===== config.mk =====
export PLATFORM = sky130hd
export DESIGN_NAME = xor_oper_arb
export DESIGN_NICKNAME = d
export VERILOG_FILES = /design/src/rtl/xor_arb_pkg.sv /design/src/rtl/xor_rsp_fifo.sv /design/src/rtl/xor_oper_arb.sv
export SDC_FILE = /design/constraint.sdc
export NUM_CORES = 1
export LEC_CHECK = 0
export ABC_AREA = 1
export BUFFER_PORTS_ARGS = -buffer_cell sky130_fd_sc_hd__buf_2
export CORE_AREA = 3 3 94 96
export CTS_BUF_LIST = sky130_fd_sc_hd__clkbuf_8
export CTS_CLUSTER_SIZE = 12
export DETAILED_ROUTE_END_ITERATION = 16
export DIE_AREA = 0 0 97 99
export PLACE_DENSITY_LB_ADDON = 0.2
export SLEW_MARGIN = 40
export SYNTH_ARGS = -nofsm -noshare
export SYNTH_HDL_FRONTEND = slang
export SYNTH_SLANG_ARGS = --single-unit

===== constraint.sdc =====
create_clock -name clk -period 3.05 [get_ports clk]
set_input_delay 0.1525 -clock clk [delete_from_list [all_inputs] [get_ports clk]]
set_output_delay 0.1525 -clock clk [all_outputs]
set_load 0.05 [all_outputs]

===== src/rtl/xor_arb_pkg.sv =====
// Shared defaults, width helper and response record for the xor_oper arbiter slice.
package xor_arb_pkg;

    localparam int NUM_REQ_DEF    = 4;
    localparam int DW_DEF         = 4;
    localparam int LAT_DEF        = 1;
    localparam int FIFO_DEPTH_DEF = 4;

    // Ceiling log2, never below 1 so that index vectors stay legal.
    function automatic int clog2(input int v);
        int r;
        r = 0;
        while ((1 << r) < v) r++;
        return (r < 1) ? 1 : r;
    endfunction

    localparam int IDW = clog2(NUM_REQ_DEF);

    typedef struct packed {
        logic [IDW-1:0]    id;
        logic [DW_DEF-1:0] data;
    } rsp_t;

endpackage


===== src/rtl/xor_rsp_fifo.sv =====
// Response buffer: synchronous FIFO with registered storage, head always visible on dout.
module xor_rsp_fifo
    import xor_arb_pkg::*;
#(
    parameter int W     = 8,
    parameter int DEPTH = 4,
    localparam int AW   = clog2(DEPTH),
    localparam int CW   = AW + 1
) (
    input  logic          clk,
    input  logic          rstn,
    input  logic          push,
    input  logic [W-1:0]  din,
    input  logic          pop,
    output logic [W-1:0]  dout,
    output logic          full,
    output logic          empty,
    output logic [CW-1:0] count
);

    logic [W-1:0]  mem [DEPTH];
    logic [AW-1:0] wr_ptr;
    logic [AW-1:0] rd_ptr;
    logic          do_push;
    logic          do_pop;

    assign full    = (count == CW'(DEPTH));
    assign empty   = (count == '0);
    assign do_push = push & ~full;
    assign do_pop  = pop & ~empty;
    assign dout    = mem[rd_ptr];

    always_ff @(posedge clk or negedge rstn) begin
        if (!rstn) begin
            wr_ptr <= '0;
            rd_ptr <= '0;
            count  <= '0;
            for (int i = 0; i < DEPTH; i++) mem[i] <= '0;
        end else begin
            if (do_push) begin
                mem[wr_ptr] <= din;
                wr_ptr      <= wr_ptr + AW'(1);
            end
            if (do_pop) rd_ptr <= rd_ptr + AW'(1);
            count <= count + CW'(do_push) - CW'(do_pop);
        end
    end

endmodule


===== src/rtl/xor_oper_arb.sv =====
// Round-robin front end sharing one xor_oper datapath among NUM_REQ requesters,
// with credit-limited launch, latency tracking and an ordered response buffer.
module xor_oper_arb
    import xor_arb_pkg::*;
#(
    parameter int NUM_REQ    = NUM_REQ_DEF,
    parameter int DW         = DW_DEF,
    parameter int LAT        = LAT_DEF,
    parameter int FIFO_DEPTH = FIFO_DEPTH_DEF,
    localparam int ID_W      = clog2(NUM_REQ)
) (
    input  logic                  clk,
    input  logic                  rstn,
    input  logic [NUM_REQ-1:0]    req_valid,
    output logic [NUM_REQ-1:0]    req_ready,
    input  logic [NUM_REQ*DW-1:0] req_a,
    input  logic [NUM_REQ*DW-1:0] req_b,
    output logic [DW-1:0]         dp_a,
    output logic [DW-1:0]         dp_b,
    input  logic [DW-1:0]         dp_co,
    output logic                  rsp_valid,
    input  logic                  rsp_ready,
    output logic [ID_W-1:0]       rsp_id,
    output logic [DW-1:0]         rsp_data,
    output logic                  busy
);

    localparam int AW = clog2(FIFO_DEPTH);
    localparam int CW = AW + 1;
    localparam int OW = CW + 1;

    logic [ID_W-1:0] ptr;
    logic [NUM_REQ-1:0] gnt;
    logic [ID_W-1:0] gnt_id;
    logic accept;
    logic credit_ok;
    logic [DW-1:0] a_sl [NUM_REQ];
    logic [DW-1:0] b_sl [NUM_REQ];

    logic [LAT:0]    vld_p;
    logic [LAT:0]    vld_nxt;
    logic [ID_W-1:0] id_p [LAT+1];

    logic          push;
    logic          pop;
    logic          fifo_full;
    logic          fifo_empty;
    logic [CW-1:0] fifo_cnt;
    logic [ID_W+DW-1:0] fifo_dout;
    logic [OW-1:0] outstanding;
    logic [OW-1:0] out_nxt;

    function automatic logic [OW-1:0] popcnt(input logic [LAT:0] v);
        logic [OW-1:0] s;
        s = '0;
        for (int k = 0; k <= LAT; k++) s = s + OW'(v[k]);
        return s;
    endfunction

    always_comb begin
        for (int i = 0; i < NUM_REQ; i++) begin
            a_sl[i] = req_a[i*DW +: DW];
            b_sl[i] = req_b[i*DW +: DW];
        end
    end

    // Credit counts work already in the datapath, so a same-cycle pop never opens a slot.
    assign outstanding = popcnt(vld_p) + OW'(fifo_cnt);
    assign credit_ok   = rstn && !fifo_full && (outstanding < OW'(FIFO_DEPTH));

    always_comb begin
        logic [ID_W-1:0] idx;
        gnt    = '0;
        gnt_id = '0;
        accept = 1'b0;
        idx    = '0;
        for (int k = 1; k <= NUM_REQ; k++) begin
            idx = ID_W'((int'(ptr) + k) % NUM_REQ);
            if (!accept && credit_ok && req_valid[idx]) begin
                gnt[idx] = 1'b1;
                gnt_id   = idx;
                accept   = 1'b1;
            end
        end
    end

    assign req_ready = gnt;

    assign push = vld_p[LAT];
    assign pop  = rsp_valid & rsp_ready;

    always_comb begin
        vld_nxt[0] = accept;
        for (int k = 1; k <= LAT; k++) vld_nxt[k] = vld_p[k-1];
    end

    assign out_nxt = popcnt(vld_nxt) + OW'(fifo_cnt) + OW'(push) - OW'(pop);

    // Stage 0: launch into the datapath; later stages follow it through LAT registers.
    always_ff @(posedge clk or negedge rstn) begin
        if (!rstn) begin
            ptr   <= ID_W'(NUM_REQ - 1);
            dp_a  <= '0;
            dp_b  <= '0;
            vld_p <= '0;
            busy  <= 1'b0;
            for (int k = 0; k <= LAT; k++) id_p[k] <= '0;
        end else begin
            if (accept) begin
                ptr  <= gnt_id;
                dp_a <= a_sl[gnt_id];
                dp_b <= b_sl[gnt_id];
            end
            vld_p   <= vld_nxt;
            id_p[0] <= gnt_id;
            for (int k = 1; k <= LAT; k++) id_p[k] <= id_p[k-1];
            busy <= (out_nxt != '0);
        end
    end

    // Final stage: datapath result joins its id in the response buffer.
    xor_rsp_fifo #(
        .W     (ID_W + DW),
        .DEPTH (FIFO_DEPTH)
    ) u_rsp_fifo (
        .clk   (clk),
        .rstn  (rstn),
        .push  (push),
        .din   ({id_p[LAT], dp_co}),
        .pop   (pop),
        .dout  (fifo_dout),
        .full  (fifo_full),
        .empty (fifo_empty),
        .count (fifo_cnt)
    );

    assign rsp_valid          = ~fifo_empty;
    assign {rsp_id, rsp_data} = fifo_dout;

endmodule


== Word level (Yosys, flattened, before mapping) ==
Cells that the tools add are included.
Cells by class
  add/sub/neg operators: 14
  order comparisons: 13
  equality and inequality tests: 1
  multiplexer cells: 40
  bitwise logic cells: 11
  reductions and logical operators: 20
Operators by type and width (number)
  $mux W4: 8
  $bwmux W24: 1
  $mux W6: 3
  $bmux W4 S2: 2
  $logic_and A1 B1 Y1: 14
  $bmux W6 S2: 1
  $demux W6 S2: 1
  $lt A2 B3 Y1 const B: 4
  $mux W1: 12
  $or A4 B4 Y4: 3
  $ge A3 B3 Y1 const B: 3
  $not A2 Y3: 3
  $add A2 B1 Y2 const B: 4
  $add A2 B3 Y4: 2
  $bmux W1 S2: 4
  $demux W1 S2: 4
  $ge A2 B1 Y1 const B: 4
  $mux W2: 4
  $add A1 B1 Y2: 2
  $add A2 B2 Y2 const B: 2
  $add A4 B1 Y4: 1
  $logic_not A1 Y1: 4
  $lt A4 B3 Y1 const B: 1
  $reduce_bool A4 Y1: 1
  other kinds (8): 11
Storage, ports and cells
  register bits after elaboration: 48
  logic and storage cells: 113
  output and inout port bits: 20
  input bits: 43

== Longest topological paths before layout ==
Gate-level depths: netlist (run 1).
  depth after elaboration: 23
  gate-level depth with buffers: 18
  gate-level depth less buffers: 17

== By module ==
From an unflattened synthesis (run 1), not the netlist that was laid out.
Second synthesis, totals
  cell total of the unflattened synthesis: 450
  area, all modules: 3375.7 µm²
By module, submodules not included
  xor_oper_arb: instances 1, area an instance 1747.9 µm², cells an instance 256, sequential area each 427.9 µm²
  xor_rsp_fifo: instances 1, area an instance 1627.8 µm², cells an instance 194, sequential area each 775.7 µm²

== Least setup slack after synthesis (run 1) ==
Ideal clock, no wire load.
  path kind: register to register
  from: register ptr[0]
  to: register busy
  path slack: 71 ps
  path buffers: 2
  arrival time: 2842 ps
  clock period less this slack: 2979 ps
  library setup time: 137 ps
  stages on the path, launching flop included: 17
  required time: 2913 ps
  cell sequence: dfstp_2 buf_6 inv_2 ha_1 inv_1 nand3_1 nand2_2 o21ai_4 nand3_1 nand3_1 buf_2 ha_1 inv_1 fa_1 nand2_1 nor2_1 o2111ai_1
Between the ends
  longest elaborated chain between the ends: 22
  elaborated cells on any way between the ends: 31
  classes of those cells: add/sub: 8; mux: 12; reduce/logical: 11
Ends and longest elaborated chain
  start, declared: line xor_oper_arb.sv:32  | logic [ID_W-1:0] ptr;
  start signal, assigned: line xor_oper_arb.sv:102  | ptr <= ID_W'(NUM_REQ - 1);
  start signal, assigned: line xor_oper_arb.sv:110  | ptr <= gnt_id;
  $add A2 B1 Y2: line xor_oper_arb.sv:78  | idx = ID_W'((int'(ptr) + k) % NUM_REQ);
  $bmux W1 S2: line xor_oper_arb.sv:79  | if (!accept && credit_ok && req_valid[idx]) begin
  $mux W1 (implied by the code): line xor_oper_arb.sv:79
  $logic_and A1 B1 Y1: line xor_oper_arb.sv:79
  $mux W1: line xor_oper_arb.sv:79
  $logic_not A1 Y1: line xor_oper_arb.sv:79
  $logic_and A1 B1 Y1 (2 in series): line xor_oper_arb.sv:79
  $mux W1: line xor_oper_arb.sv:79
  [... 5 more ...]
  $logic_and A1 B1 Y1 (2 in series): line xor_oper_arb.sv:79
  $mux W1 *: line xor_oper_arb.sv:79
  net accept: line xor_oper_arb.sv:35  | logic accept;
  $add A1 B1 Y2 *: line xor_oper_arb.sv:56  | for (int k = 0; k <= LAT; k++) s = s + OW'(v[k]);
  $add A2 B3 Y4 *: line xor_oper_arb.sv:97  | assign out_nxt = popcnt(vld_nxt) + OW'(fifo_cnt) + OW'(push) - OW'(pop);
  $add A4 B1 Y4 *: line xor_oper_arb.sv:97
  $sub A4 B1 Y4 *: line xor_oper_arb.sv:97
  $reduce_bool A4 Y1 *: line xor_oper_arb.sv:117  | busy <= (out_nxt != '0);
  end signal, assigned: line xor_oper_arb.sv:117
  end, declared: line xor_oper_arb.sv:25  | output logic busy
Mark *: on every way through the listed nets, which the timed path passes. The rest lies on a longest branch. The select of a mux whose other input is x is not followed.
A chain may end at the register's enable or synchronous reset.

== Worst setup path in the final report (run 1) ==
  from: register ptr[0]
  to: register busy
Between the ends
  longest elaborated chain between the ends: 22
  elaborated cells on any way between the ends: 31
  classes of those cells: add/sub: 8; mux: 12; reduce/logical: 11
Ends and longest elaborated chain (line)
  $add A2 B1 Y2: xor_oper_arb.sv:78
  $bmux W1 S2: xor_oper_arb.sv:79
  $mux W1 (implied by the code): xor_oper_arb.sv:79
  $logic_and A1 B1 Y1: xor_oper_arb.sv:79
  $mux W1: xor_oper_arb.sv:79
  $logic_not A1 Y1: xor_oper_arb.sv:79
  $logic_and A1 B1 Y1 (2 in series): xor_oper_arb.sv:79
  $mux W1: xor_oper_arb.sv:79
  [... 4 more ...]
  $logic_not A1 Y1: xor_oper_arb.sv:79
  $logic_and A1 B1 Y1 (2 in series): xor_oper_arb.sv:79
  $mux W1 *: xor_oper_arb.sv:79
  $add A1 B1 Y2 *: xor_oper_arb.sv:56
  $add A2 B3 Y4 *: xor_oper_arb.sv:97
  $add A4 B1 Y4 *: xor_oper_arb.sv:97
  $sub A4 B1 Y4 *: xor_oper_arb.sv:97
  $reduce_bool A4 Y1 *: xor_oper_arb.sv:117
Every way passes the cells marked *; elsewhere a longest branch is shown, timed or not. The select of a mux whose other input is x is not followed.

==> reports/qor.txt, run 1 <==
status = finished, violations left
failing checks = negative hold slack
area added between synthesis and finish = 16.8%
worst-path cell chain = inv_2 > ha_1 > inv_1 > nand3_1 > nand2_2 > o21ai_4 > nand3_1 > nand3_1 > ha_1 > inv_1 > fa_1 > nand2_1 > nor2_1 > o2111ai_1
Ports = 63
most frequent CP cell = nand3_1
critical setup path kind = reg2reg
dpl ws = 199 ps
arrival time worst endpoint = 2970 ps
Synth Instances = 417
DR DRC count = 0
Die Y = 99 µm
FP Rows = 33
layout cells sized above 1 = 22.2%
Max Clk Rate = 0.358 GHz
Final Worst Setup Slack = 258 ps
Mean Syn Cell Area = 7.65 µm²
Post-synth ARST share = 100%
final layout net count = 550
Yosys warnings = 0
Antenna Cells = 0
Final Non-Filler Cells = 588
Initial Util = 39.2%
CTS tree = built
Area contributors post-synth = dfrtp_1, nand2_1, inv_1
post-route minimum period = 2790 ps
H-tree depth = 2
Netlist cell types = 36
CTS Buf Count = 5
Root Driver = clkbuf_8
setup TNS = 0 ps
Crit. End Element = flip-flop
Yosys top cell by area = dfrtp_1
DP HPWL = 5090 µm
1st-iter DRT viols = 111
Net Count, Synth = 485
Die Footprint = 9600 µm²
worst path bufs/invs = 3
Critical Path Fanout Max = 8
GP Congestion = 0.890
CTS-repair resized insts = 0
worst endpoint required time = 3230 ps
GR Util All Layers = 14.9%
Largest delay share family, worst path = adder cells
clk sinks = 48
CTS clk-pin slew, worst paths = 90 ps
Clock Skews = 9.33 ps
EDFF count, synth = 0
Final setup viols = 0
final hold violations = 35
initial antenna violation count = 0
WL final = 6750 µm
via density per instance = 4.63
Tightest Pin Transition = 603 ps
Avg WL per Cell = 11.5 µm
final period utilization = 91.6%
vias in the first global route = 2619
fin. max-slew vios = 0
Mapped Area = 3190 µm²
clk buf depth = 2
cell with the most instances after synthesis = nand2_1
worst hold path type = in2async
slew margin rel. = 59.8%
dpl cells = 579
most frequent cells after synthesis = nand2_1, inv_1, dfrtp_1, o21ai_0, nand3_1
final hold slack = -14.2 ps
TritonRoute pass-1 iters = 4
core area = 8130 µm²
Detail Route Antenna Nets = 0
CP max stage delay = 540 ps
Worst setup SP type = flip-flop
routed via count = 2725
top_reg_cell synth = dfrtp_1
die width = 97 µm
port bufs = 62
first-pass GRT wire length = 12000 µm
Max Cap Viol = 0
largest net degree at the start of global routing = 49
grt ovf = 0
register area share after synthesis = 37.8%
clk_lat worst skew = 300 ps
synthesized flop and latch total = 48
CTS hold repair buffers = 0
RSZ-0062 raised after global routing = false
Post-CTS Setup Bufs = 0
slowest cell on the critical path = dfstp_2
Synth top area share = 36.1%
-- path summary, 6_finish.rpt --
check / to / slack, ps / startpoint / cells past startpoint
max: busy / 260 / ptr[0] / 14
min: u_rsp_fifo.mem[1] / -10 / rstn / 2
max reg2reg: busy / 260 / ptr[0] / 14
min reg2reg: id_p[0] / 360 / id_p[2] / 0
max in group asynchronous: u_rsp_fifo.mem[2] / 2660 / rstn / 2
min in group clk: u_rsp_fifo.mem[3] / 160 / dp_co[3] / 3
-- flip-flops by register name (all words and copies together), names as in the netlist --
name / count
vld_p: 2
ptr: 2
busy: 1
id_p: 4
u_rsp_fifo.rd_ptr: 2
u_rsp_fifo.wr_ptr: 2
dp_a: 4
dp_b: 4
u_rsp_fifo.mem: 24
u_rsp_fifo.count: 3
-- layout make-up --
cell class / instances / area (µm²)
fill: 847 / 4410
sequential: 48 / 1200
timing repair buffer: 69 / 363
tap: 105 / 131
clock inverter: 3 / 42.5
multi-input combinational: 279 / 1620
inverter: 79 / 297
clock buffer: 5 / 68.8
-- through the flow --
stage / area (µm²) / util [%]
CTS: 3720 / 45.7
global route: 3720 / 45.8
detailed placement: 3610 / 44.3
finish: 3720 / 45.8
global placement: 3610 / 44.3
floorplan: 3190 / -
-- routing by layer --
layer / track usage (%) / share of wire (%) / wire length [µm]
met5: 0 / 0 / 0
met3: 2.19 / 4.7 / 318
met1: 21.5 / 50 / 3400
met2: 23.6 / 44 / 2990
met4: 3.89 / 0.59 / 40
-- kinds of logic (layout without fill, tap and decap cells) --
family                   after synthesis  in the layout  share of synthesized area [%]
AND/OR/NAND/NOR                      185            185                           27.6
adder cells (fa/ha/maj)               25             25                           10.5
buffers and inverters                 90            156                           11.5
XOR/XNOR                               4              4                           1.10
flip-flops                            48             48                           37.8
AO/OA/AOI/OAI                         65             65                           11.6
-- placed cells by master (no fill, tap or decap), drive strengths merged, types with 2 or more instances in the layout --
cell type  count
o21ai         48
nand4          4
clkbuf         5
xor2           4
o21bai         2
nand2        116
a21oi          3
dfrtp         46
fa             3
buf           69
nand3         43
ha            22
dfstp          2
nor2          20
o22ai          6
inv           79
a21boi         2
Power of run 1 is left out: the tool's default activity adds up to more than one toggle a clock period on the data nets, which glitch-free logic cannot reach.
==> run 2: changes to the inputs <==
--- a/config.mk
+++ b/config.mk
@@ -7,11 +7,11 @@
 export LEC_CHECK = 0
 export ABC_AREA = 1
 export BUFFER_PORTS_ARGS = -buffer_cell sky130_fd_sc_hd__buf_2
-export CORE_AREA = 3 3 94 96
+export CORE_AREA = 3 3 111 81
 export CTS_BUF_LIST = sky130_fd_sc_hd__clkbuf_8
 export CTS_CLUSTER_SIZE = 12
 export DETAILED_ROUTE_END_ITERATION = 16
-export DIE_AREA = 0 0 97 99
+export DIE_AREA = 0 0 114 84
 export PLACE_DENSITY_LB_ADDON = 0.2
 export SLEW_MARGIN = 40
 export SYNTH_ARGS = -nofsm -noshare
==> reports/qor.txt, run 2 (synthesized netlist as in run 1, its figures left out) <==
status = finished, violations left
failing checks = negative hold slack
core area = 7910 µm² (-2.8%)
worst endpoint required time = 3230 ps (about the same)
Fillers = 812 (-4.1%)
Worst setup SP type = flip-flop
DP HPWL = 5440 µm (+6.9%)
final period utilization = 92.5% (+0.90 points)
sequential cell area = 1200 µm² (unchanged)
CTS tree = built
final hold violations = 34 (-2.9%)
Crit. End Element = flip-flop
Critical Path Fanout Max = 5 (-3)
clk_lat worst skew = 310 ps (about the same)
clk sinks = 48 (unchanged)
dpl cells = 575 (-0.69%)
via density per instance = 4.80 (+3.5%)
commonest non-fill, non-tap cells in the layout = nand2_1, inv_1, buf_2
CTS Buf Count = 5 (unchanged)
slew margin rel. = 58.9% (-0.88 points)
slowest cell on the critical path = dfstp_2
Core Util, Final = 47.2% (+1.4 points)
DR DRC count = 0 (unchanged)
clk buf depth = 2 (unchanged)
Die Y = 84 µm (-15%)
final hold slack = -22.7 ps (-8.46 ps)
worst hold path type = in2async
CTS-repair resized insts = 0 (unchanged)
WL final = 7380 µm (+9.3%)
first-pass GRT wire length = 12700 µm (+5.9%)
Final setup viols = 0 (unchanged)
grt ovf = 0 (unchanged)
port bufs = 62 (unchanged)
Root Driver = clkbuf_8
Clock Skews = 4.82 ps (-4.52 ps)
GR Util All Layers = 16.2% (+1.2 points)
Ports = 63 (unchanged)
die width = 114 µm (+18%)
Detail Route Antenna Nets = 0 (unchanged)
worst-path cell chain = inv_1 > ha_1 > inv_1 > nand3_1 > nand2_2 > o21ai_4 > nand3_1 > nand3_1 > ha_1 > inv_1 > fa_1 > nand2_1 > nor2_1 > o2111ai_1
commonest non-fill, non-tap cell in the layout = nand2_1
Antenna Cells = 0 (unchanged)
RSZ-0062 raised after global routing = false
Avg WL per Cell = 12.6 µm (+9.9%)
Critical Path Stages = 14 (unchanged)
Die Footprint = 9580 µm² (-0.28%)
worst path bufs/invs = 3 (unchanged)
Final Non-Filler Cells = 585 (-0.51%)
setup TNS = 0 ps (unchanged)
Tightest Pin Transition = 616 ps (+13.2 ps)
arrival time worst endpoint = 3000 ps (+30 ps)
Initial Util = 40.3% (+1.1 points)
FP Rows = 27 (-18%)
fin. max-slew vios = 0 (unchanged)
layout cells sized above 1 = 22.3% (+0.16 points)
CP max stage delay = 580 ps (+40 ps)
critical setup path kind = reg2reg
Max Cap Viol = 0 (unchanged)
Largest delay share family, worst path = adder cells
area added between synthesis and finish = 17.1%
final layout net count = 551 (+0.18%)
initial antenna violation count = 0 (unchanged)
H-tree depth = 2 (unchanged)
dpl ws = 185 ps (-13.3 ps)
vias in the first global route = 2638 (+0.73%)
post-route minimum period = 2820 ps (+27.4 ps)
1st-iter DRT viols = 148 (+33%)
CTS clk-pin slew, worst paths = 90 ps (about the same)
routed via count = 2806 (+3.0%)
Final Worst Setup Slack = 230 ps (-27.4 ps)
area of the multi-input gates = 1620 µm² (unchanged)
largest net degree at the start of global routing = 49 (unchanged)
GP Congestion = 0.836 (-6.0%)
TritonRoute pass-1 iters = 4 (unchanged)
max reg flops = 24 (unchanged)
Max Clk Rate = 0.355 GHz (-0.97%)
largest reg by FF count = u_rsp_fifo.mem
cells on worst reg2reg path = 14 (unchanged)
## run 2: path summary, 6_finish.rpt
kind / start / to / slack (ps)
worst max-delay path: ptr[1] / busy / 230
worst min-delay path: rstn / busy / -20
worst max register to register: ptr[1] / busy / 230
worst min register to register: id_p[2] / id_p[0] / 350
max in group asynchronous: rstn / u_rsp_fifo.count[0] / 2650
min in group clk: dp_co[3] / u_rsp_fifo.mem[21] / 150
## run 2: repair_timing
action	CTS	global route
hold buffers	0	0
endpoints found under the hold margin	0	0
setup endpoints to repair	0	1
setup buffers	0	2
## run 2: layout make-up
cell class | instances | area share (%)
clock inverter | 3 | 1.27
tap | 101 | 3.39
inverter | 79 | 7.95
sequential | 48 | 32.2
timing repair buffer | 70 | 9.92
clock buffer | 5 | 1.84
multi-input combinational | 279 | 43.4
## run 2: through the flow
stage          hold slack (ps)  cell area (µm²)
6_report                 -22.7             3730
5_1_grt                   26.0             3730
4_1_cts                   3.74             3720
3_5_place_dp               337             3600
3_3_place_gp               335             3600
2_1_floorplan             -143             3190
## run 2: worst reg2reg max path: cells and delay by family, from the launching register on
| family | cells | cell delay, ps |
|---|---|---|
| AOI/OAI and AO/OA | 2 | 340 |
| adders and majority gates | 3 | 980 |
| buffers and inverters | 3 | 210 |
| DFF | 1 | 580 |
| and+or+nand+nor | 6 | 610 |
## run 2: routing by layer
metal,wire (µm),up-vias,global-route usage [%],share of wire (%)
li1,-,1442,-,-
met1,3860,1283,25.5,52
met2,3010,72,22.1,41
met3,427,9,3.12,5.8
met4,82,0,4.64,1.1
met5,0,-,0,0
Power of run 2 is left out for the same reason.
